File: src/rtl/alu_nibble_seq.sv
// Wide ALU built from one 4-bit slice, one nibble per cycle LSB first; flags valid with done.
// Latency: done NIB+1 edges after the accepting edge (counting it); start is ignored while busy (no queueing).

module alu4 (
    input  logic [3:0] A,
    input  logic [3:0] B,
    input  logic       cIn,
    input  logic [2:0] ctrl,
    output logic [3:0] aluOut,
    output logic       cOut
);
    logic [4:0] sum;

    always_comb begin
        sum    = '0;
        aluOut = '0;
        cOut   = 1'b0;
        case (ctrl)
            3'b000: aluOut = B;
            3'b010: begin
                sum    = {1'b0, A} + {1'b0, B} + {4'b0, cIn};
                aluOut = sum[3:0];
                cOut   = sum[4];
            end
            3'b011: begin
                // Subtract as A + ~B + cIn; the first nibble gets cIn=1
                sum    = {1'b0, A} + {1'b0, ~B} + {4'b0, cIn};
                aluOut = sum[3:0];
                cOut   = sum[4];
            end
            3'b100:  aluOut = A & B;
            3'b101:  aluOut = A | B;
            3'b110:  aluOut = A ^ B;
            default: aluOut = '0;
        endcase
    end
endmodule

module alu_nibble_seq #(
    parameter int WIDTH = 64
) (
    input  logic             clk,
    input  logic             reset,
    input  logic             start,
    input  logic [WIDTH-1:0] A,
    input  logic [WIDTH-1:0] B,
    input  logic [2:0]       ctrl,
    output logic             busy,
    output logic             done,
    output logic             err,
    output logic [WIDTH-1:0] result,
    output logic             zero,
    output logic             negative,
    output logic             carryOut,
    output logic             overflow
);
    localparam int NIB = WIDTH / 4;
    localparam int CW  = $clog2(NIB);

    typedef enum logic [1:0] {IDLE, RUN, FIN} state_t;

    state_t           state, state_nxt;
    logic [WIDTH-1:0] a_q, b_q;
    logic [2:0]       ctrl_q;
    logic             carry_q;
    logic [CW-1:0]    cnt_q;

    logic             legal, accept, last, arith;
    logic [3:0]       nib_a, nib_b, alu_out;
    logic             alu_cout;
    logic [WIDTH-1:0] full_res;
    logic             ovf_nxt;

    assign legal = (ctrl == 3'b000) || (ctrl == 3'b010) || (ctrl == 3'b011) ||
                   (ctrl == 3'b100) || (ctrl == 3'b101) || (ctrl == 3'b110);

    assign nib_a = a_q[{cnt_q, 2'b00} +: 4];
    assign nib_b = b_q[{cnt_q, 2'b00} +: 4];

    alu4 u_alu4 (
        .A      (nib_a),
        .B      (nib_b),
        .cIn    (carry_q),
        .ctrl   (ctrl_q),
        .aluOut (alu_out),
        .cOut   (alu_cout)
    );

    always_comb begin
        state_nxt = state;
        accept    = 1'b0;
        last      = 1'b0;
        case (state)
            IDLE: begin
                if (start && legal) begin
                    accept    = 1'b1;
                    state_nxt = RUN;
                end
            end
            RUN: begin
                if (cnt_q == CW'(NIB - 1)) begin
                    last      = 1'b1;
                    state_nxt = FIN;
                end
            end
            FIN:     state_nxt = IDLE;
            default: state_nxt = IDLE;
        endcase
    end

    // The top nibble is produced last, so splice it in to see the final result a cycle early
    assign full_res = {alu_out, result[WIDTH-5:0]};
    assign arith    = (ctrl_q[2:1] == 2'b01);

    always_comb begin
        ovf_nxt = 1'b0;
        if (ctrl_q == 3'b010)
            ovf_nxt = (a_q[WIDTH-1] == b_q[WIDTH-1]) && (full_res[WIDTH-1] != a_q[WIDTH-1]);
        else if (ctrl_q == 3'b011)
            ovf_nxt = (a_q[WIDTH-1] != b_q[WIDTH-1]) && (full_res[WIDTH-1] != a_q[WIDTH-1]);
    end

    always_ff @(posedge clk or posedge reset) begin
        if (reset) begin
            state    <= IDLE;
            a_q      <= '0;
            b_q      <= '0;
            ctrl_q   <= '0;
            carry_q  <= 1'b0;
            cnt_q    <= '0;
            err      <= 1'b0;
            result   <= '0;
            zero     <= 1'b0;
            negative <= 1'b0;
            carryOut <= 1'b0;
            overflow <= 1'b0;
        end else begin
            state <= state_nxt;
            err   <= (state == IDLE) && start && !legal;
            if (accept) begin
                a_q     <= A;
                b_q     <= B;
                ctrl_q  <= ctrl;
                carry_q <= ctrl[0];
                cnt_q   <= '0;
            end
            if (state == RUN) begin
                result[{cnt_q, 2'b00} +: 4] <= alu_out;
                carry_q                     <= alu_cout;
                cnt_q                       <= cnt_q + CW'(1);
            end
            if (last) begin
                zero     <= ~|full_res;
                negative <= full_res[WIDTH-1];
                carryOut <= arith & alu_cout;
                overflow <= ovf_nxt;
            end
        end
    end

    assign busy = (state == RUN);
    assign done = (state == FIN);
endmodule
File: config.mk
export PLATFORM = sky130hd
export DESIGN_NAME = alu_nibble_seq
export DESIGN_NICKNAME = d
export VERILOG_FILES = /design/src/rtl/alu_nibble_seq.sv
export SDC_FILE = /design/constraint.sdc
export NUM_CORES = 1
export LEC_CHECK = 0
export CORE_MARGIN = 2
export CORE_UTILIZATION = 39
export DETAILED_ROUTE_END_ITERATION = 8
export PLACE_DENSITY = 0.65
export SLEW_MARGIN = 20
export SYNTH_ARGS = -nofsm -noshare
export SYNTH_HDL_FRONTEND = slang
export SYNTH_SLANG_ARGS = --single-unit
File: constraint.sdc
create_clock -name clk -period 9.29 [get_ports clk]
set_input_delay 2.787 -clock clk [delete_from_list [all_inputs] [get_ports clk]]
set_output_delay 2.787 -clock clk [all_outputs]
set_load 0.02 [all_outputs]
# Word level (Yosys, flattened, before mapping)
# Index checks and enable logic that the tools add are counted.
# totals
regBits	207
inputBits	134
output_inout_bits	71
word_cells	80
# classes
addsub	6
eq_ne	19
shift	4
n_mux	16
n_bitwise	5
n_reduce_logical	18
# op_table
operator	count
64-bit by 7-bit variable part select with 4-bit output	2
64-bit bitwise mux	1
64-bit OR reduction	1
4-bit by 8-bit variable shift with 64-bit output (first input constant)	1
4-bit by 8-bit variable part select with 64-bit output	1
4-bit one-hot mux with 6 select lines	1
3-bit == test (second input constant)	6
3-bit by 2-bit == test with 1-bit output (second input constant)	4
4-bit by 4-bit adder with 5-bit output	2
5-bit by 1-bit adder with 5-bit output	2
1-bit two-way mux	8
4-bit two-way mux	2
6-bit negator with 8-bit output	1
3-bit zero test	2
1-bit logical AND	5
1-bit logical OR	5
4-bit by 1-bit adder with 4-bit output (second input constant)	1
4-bit AND	1
2-bit by 1-bit == test with 1-bit output (second input constant)	2
4-bit == test (second input constant)	1
2-bit two-way mux	2
4-bit inverter	1
4-bit bitwise OR	1
2-bit one-hot mux with 2 select lines	1
12 further kinds	14

# Longest topological paths before layout
# logic_depth
ltp_word	11
mapped_depth	17
depth_no_buf	14

# By module
# From an unflattened synthesis, not the netlist that was laid out.
# unflattened
cells_unflattened	965
area_unflattened_um2	9914.5
# by_module_without_submodules
module	instances	cells_per_inst	area_per_inst_um2	seq_area_each_um2
alu_nibble_seq	1	883	9315.2	5180.0
alu4	1	82	599.3	0.0

# Least setup slack after synthesis
# OpenSTA, ideal clock, no wires.
# synth_path
path_type	input -> register
from	input ctrl[2]
to	register b_q[10]
setup_time_ps	125
arrival_ps	4122
required_time_ps	9165
path_slack_ps	5044
stages	5
n_path_buf	2
cell_sequence	xnor2_1 > a21oi_1 > buf_1 > buf_1 > mux2_2
# synth_between
elab_chain_cells	9
word_cells_on_any_way	14
classes_between	5 x eq/ne; 2 x mux; 7 x reduce/logical
# synth_rtl
item	line	text
start: declaration	47	input logic [2:0] ctrl,
3-bit by 2-bit == test with 1-bit output / 3-bit zero test (equally long branches)	74	assign legal = (ctrl == 3'b000) || (ctrl == 3'b010) || (ctrl == 3'b011) ||
1-bit logical OR (3 in series)	74	
1-bit logical OR	75	(ctrl == 3'b100) || (ctrl == 3'b101) || (ctrl == 3'b110);
1-bit logical OR *	75	
1-bit logical AND *	95	if (start && legal) begin
1-bit two-way mux *	95	
1-bit two-way mux *	93	case (state)
end signal: assignment	127	b_q <= '0;
end signal: assignment	142	b_q <= B;
end: declaration	63	logic [WIDTH-1:0] a_q, b_q;
# Mark *: on every way between the ends. The rest lies on a longest branch, timed or not.
# A chain may end at the register's enable or synchronous reset.

# Worst setup path after layout
# layout_path
from	register cnt_q[0]
to	register result[6]
# layout_between
elab_chain_cells	7
word_cells_on_any_way	15
classes_between	5 x add/sub; 4 x shift; 2 x mux; 4 x bitwise
# layout_rtl
item	line	text
start: declaration	66	logic [CW-1:0] cnt_q;
start signal: assignment	150	cnt_q <= cnt_q + CW'(1);
64-bit by 7-bit variable part select with 4-bit output	78	assign nib_b = b_q[{cnt_q, 2'b00} +: 4];
4-bit inverter	27	sum = {1'b0, A} + {1'b0, ~B} + {4'b0, cIn};
4-bit by 4-bit adder with 5-bit output	27	
5-bit by 1-bit adder with 5-bit output	27	
4-bit one-hot mux with 6 select lines	18	case (ctrl)
4-bit by 8-bit variable part select with 64-bit output	148	result[{cnt_q, 2'b00} +: 4] <= alu_out;
64-bit bitwise mux *	148	
end signal: indexed assignment	148	
end: declaration	51	output logic [WIDTH-1:0] result,
# Marks and branches as above.

==> impl_metrics.env <==
export IMPL_status="completed"
export IMPL_critPathKind="reg -> reg"
export IMPL_worstRegToRegCells=15
export IMPL_use_met1=0.251
export IMPL_clockRootBuffer="clkbuf_16"
export IMPL_synth_edf_count=0
export IMPL_cts_htree_levels=1
export IMPL_drtIter0Drc=421
export IMPL_comb_power_share=0.488
export IMPL_grt_start_max_net_pins=136
export IMPL_numCtsBuffers=23
export IMPL_wl_per_cell_um=19.0
export IMPL_layout_min_cycle_time_ps=5040
export IMPL_post_cts_buffers=0
export IMPL_drive_gt1_frac=0.281
export IMPL_die_area_um2=26300
export IMPL_die_h_um=162
export IMPL_cts_sinks=207
export IMPL_ys_async_sr_fraction=1.00
export IMPL_rsz0062_at_grt="no"
export IMPL_syn_cell_area_um2=9770
export IMPL_num_io_pins=205
export IMPL_layout_nets=1058
export IMPL_hold_path_end="b_q[15]"
export IMPL_ir_worst_vdd_uv=178
export IMPL_switching_share=0.374
export IMPL_relSlewSlack=0.274
export IMPL_seqPwrFrac=0.331
export IMPL_reg2reg_to="result[6]"
export IMPL_core_region_area_um2=24500
export IMPL_crit_path_start_kind="flop"
export IMPL_hold_path_startpoint="b_q[15]"
export IMPL_ys_types=44
export IMPL_dp_slack_ps=3860
export IMPL_grt_busiest_layer="met2"
export IMPL_fill_cells=2090
export IMPL_crit_required_ps=9730
export IMPL_worstPathArrival_ps=5480
export IMPL_fp_dieW_um=162
export IMPL_p_switching_uw=1820
export IMPL_ys_seq_area_frac=0.530
export IMPL_yosysTopAreaCell="dfrtp_1"
export IMPL_gp_congestion=0.762
export IMPL_placementRows=57
export IMPL_synth_most_common_cell="dfrtp_1"
export IMPL_maxSlewViolCount=0
export IMPL_synth_top_flop_cell="dfrtp_1"
export IMPL_p_int_uw=3040
export IMPL_whs_path_depth=1
export IMPL_fmax_mhz=198
export IMPL_clockPowerShare=0.181
export IMPL_placed_cells=1204
export IMPL_tightest_slew_ps=1090
export IMPL_stdcell_count=1243
export IMPL_fin_ws_ps=4250
export IMPL_drc=0
export IMPL_yosys_warnings=0
export IMPL_clockBufferDepth=3
export IMPL_drtAntennaViolNets=0
export IMPL_cts_tree="done"
export IMPL_dr_pass1_iters=4
export IMPL_finClkSkew_ps=7.91
export IMPL_dpl_hpwl_um=16600
export IMPL_rrSetupSlack_ps=4250
export IMPL_max_cap_viol_count=0
export IMPL_portBuffers=204
export IMPL_synth_area_leaders="dfrtp_1, mux2_2, mux4_2, mux4_1, ha_1"
export IMPL_use_met2=0.301
export IMPL_synth_top_area_share=0.530
export IMPL_avgSynthCellArea_um2=13.8
export IMPL_antenna_found_initial=0
export IMPL_rr_startpoint="cnt_q[0]"
export IMPL_grtUsageTotal=0.181
export IMPL_overflow=0
export IMPL_finalWirelength_um=23600
export IMPL_syn_inst=707
export IMPL_cts_resized=0
export IMPL_worst_hold_slack_ps=497
export IMPL_hold_violations=0
export IMPL_grt_pass1_vias=6496
export IMPL_setup_violations_final=0
export IMPL_period_share=0.543
export IMPL_antenna_cells=0
export IMPL_syn2layout_area_growth_pct=31.5
export IMPL_syn_nets=860
export IMPL_clkTransAtPathRegs_ps=60
export IMPL_grt_pass1_wl_um=37200
export IMPL_ys_top_cells_by_count="dfrtp_1, mux2_2, nor2_1"
export IMPL_grt_use_met3=0.0352
export IMPL_fin_tns_setup_ps=0
export IMPL_avgViaCountPerCell=5.12
export IMPL_vias=6369
export IMPL_cellLeakagePower_uw=0.00538
export IMPL_postCtsHoldBufs=0
export IMPL_powerDensity_nw_per_um2=378
export IMPL_start_util=0.399
export IMPL_clk_latency_ps=500
export IMPL_hp_class="reg -> reg"
export IMPL_worstSetupEndpointType="flop"
export IMPL_ys_ff_latch=207
export IMPL_crit_fanout=24
-- logic make-up (layout without fill, tap and decap cells) --
kind of cell | Yosys count | after routing | synth area share
multiplexers | 225 | 225 | 0.304
buffers and inverters | 64 | 276 | 0.0291
XOR/XNOR | 8 | 8 | 0.00718
flip-flops | 207 | 207 | 0.530
AND/OR/NAND/NOR | 126 | 126 | 0.0647
adder cells (fa/ha/maj) | 19 | 19 | 0.0274
AO/OA/AOI/OAI | 58 | 58 | 0.0375
-- metal layers --
metal  part of all wire  vias to the layer above
met3              0.048                       27
li1                   -                     2964
met1               0.45                     3230
met2               0.48                      148
met4              0.017                        0
met5                  0                        -
-- cells in the final DEF (no fill, tap or decap), types with 8 or more instances in the layout --
cell	count
a21oi_1	21
clkbuf_16	23
clkdlybuf4s50_1	204
dfrtp_1	206
ha_1	15
inv_1	25
mux2_2	177
mux2i_1	12
mux4_1	11
mux4_2	25
nand2_1	30
nor2_1	37
nor2b_1	9
nor4_1	16
o21ai_0	12
o31ai_1	8
-- sequential cells by signal (all words and copies together), names as in the netlist --
name      count
carry_q       1
state         2
a_q          64
overflow      1
ctrl_q        3
result       64
zero          1
cnt_q         4
b_q          64
carryOut      1
err           1
negative      1
-- power by group through the flow --
stage                     Clock (uW)  Combinational (uW)  Sequential [uW]
final                            880                2370             1610
after global placement             0                2360             1610
after global routing             945                2590             1670
after floorplan                    0                1620             1640
after detailed placement           0                2400             1620
after CTS                        905                2400             1610
-- how the worst max path moves through the flow --
| stage | startpoint | end | slack [ps] | cells after the start |
|---|---|---|---|---|
| after floorplan | reset | a_q[0] | 850 | 1 |
| after global placement | ctrl[2] | b_q[0] | 3880 | 5 |
| after detailed placement | ctrl[1] | b_q[40] | 3860 | 5 |
| after CTS | cnt_q[0] | result[5] | 4140 | 14 |
| after global routing | cnt_q[0] | result[5] | 3810 | 14 |
| final | cnt_q[0] | result[6] | 4250 | 15 |
-- metrics by stage --
stage / util / area, um^2 / power [uW]
6_report: 0.525 / 12800 / 4860
2_1_floorplan: - / 9770 / 3260
4_1_cts: 0.525 / 12800 / 4920
3_5_place_dp: 0.495 / 12100 / 4020
5_1_grt: 0.525 / 12800 / 5200
3_3_place_gp: 0.495 / 12100 / 3970
-- cell type report --
class / count / area [um^2] / area share
clock buffer: 34 / 677 / 0.0527
timing repair buffer: 211 / 2110 / 0.164
clock inverter: 5 / 50.0 / 0.00390
multi-input combinational: 436 / 4310 / 0.336
sequential: 207 / 5180 / 0.404
inverter: 26 / 105 / 0.00819
tap: 324 / 405 / 0.0316
-- worst max-delay path, stage by stage, from the launching register on --
cell	delay, ps
dfrtp_2	830
buf_4	500
mux4_1	290
nor2b_1	130
a211oi_1	70
a21oi_1	460
inv_1	150
fa_1	440
fa_1	430
nor3_1	180
a21oi_1	50
or2_2	280
a31oi_1	180
a21o_1	450
nor2b_1	310
mux2_2	200
Note: power is estimated with default switching activity, not from simulation.
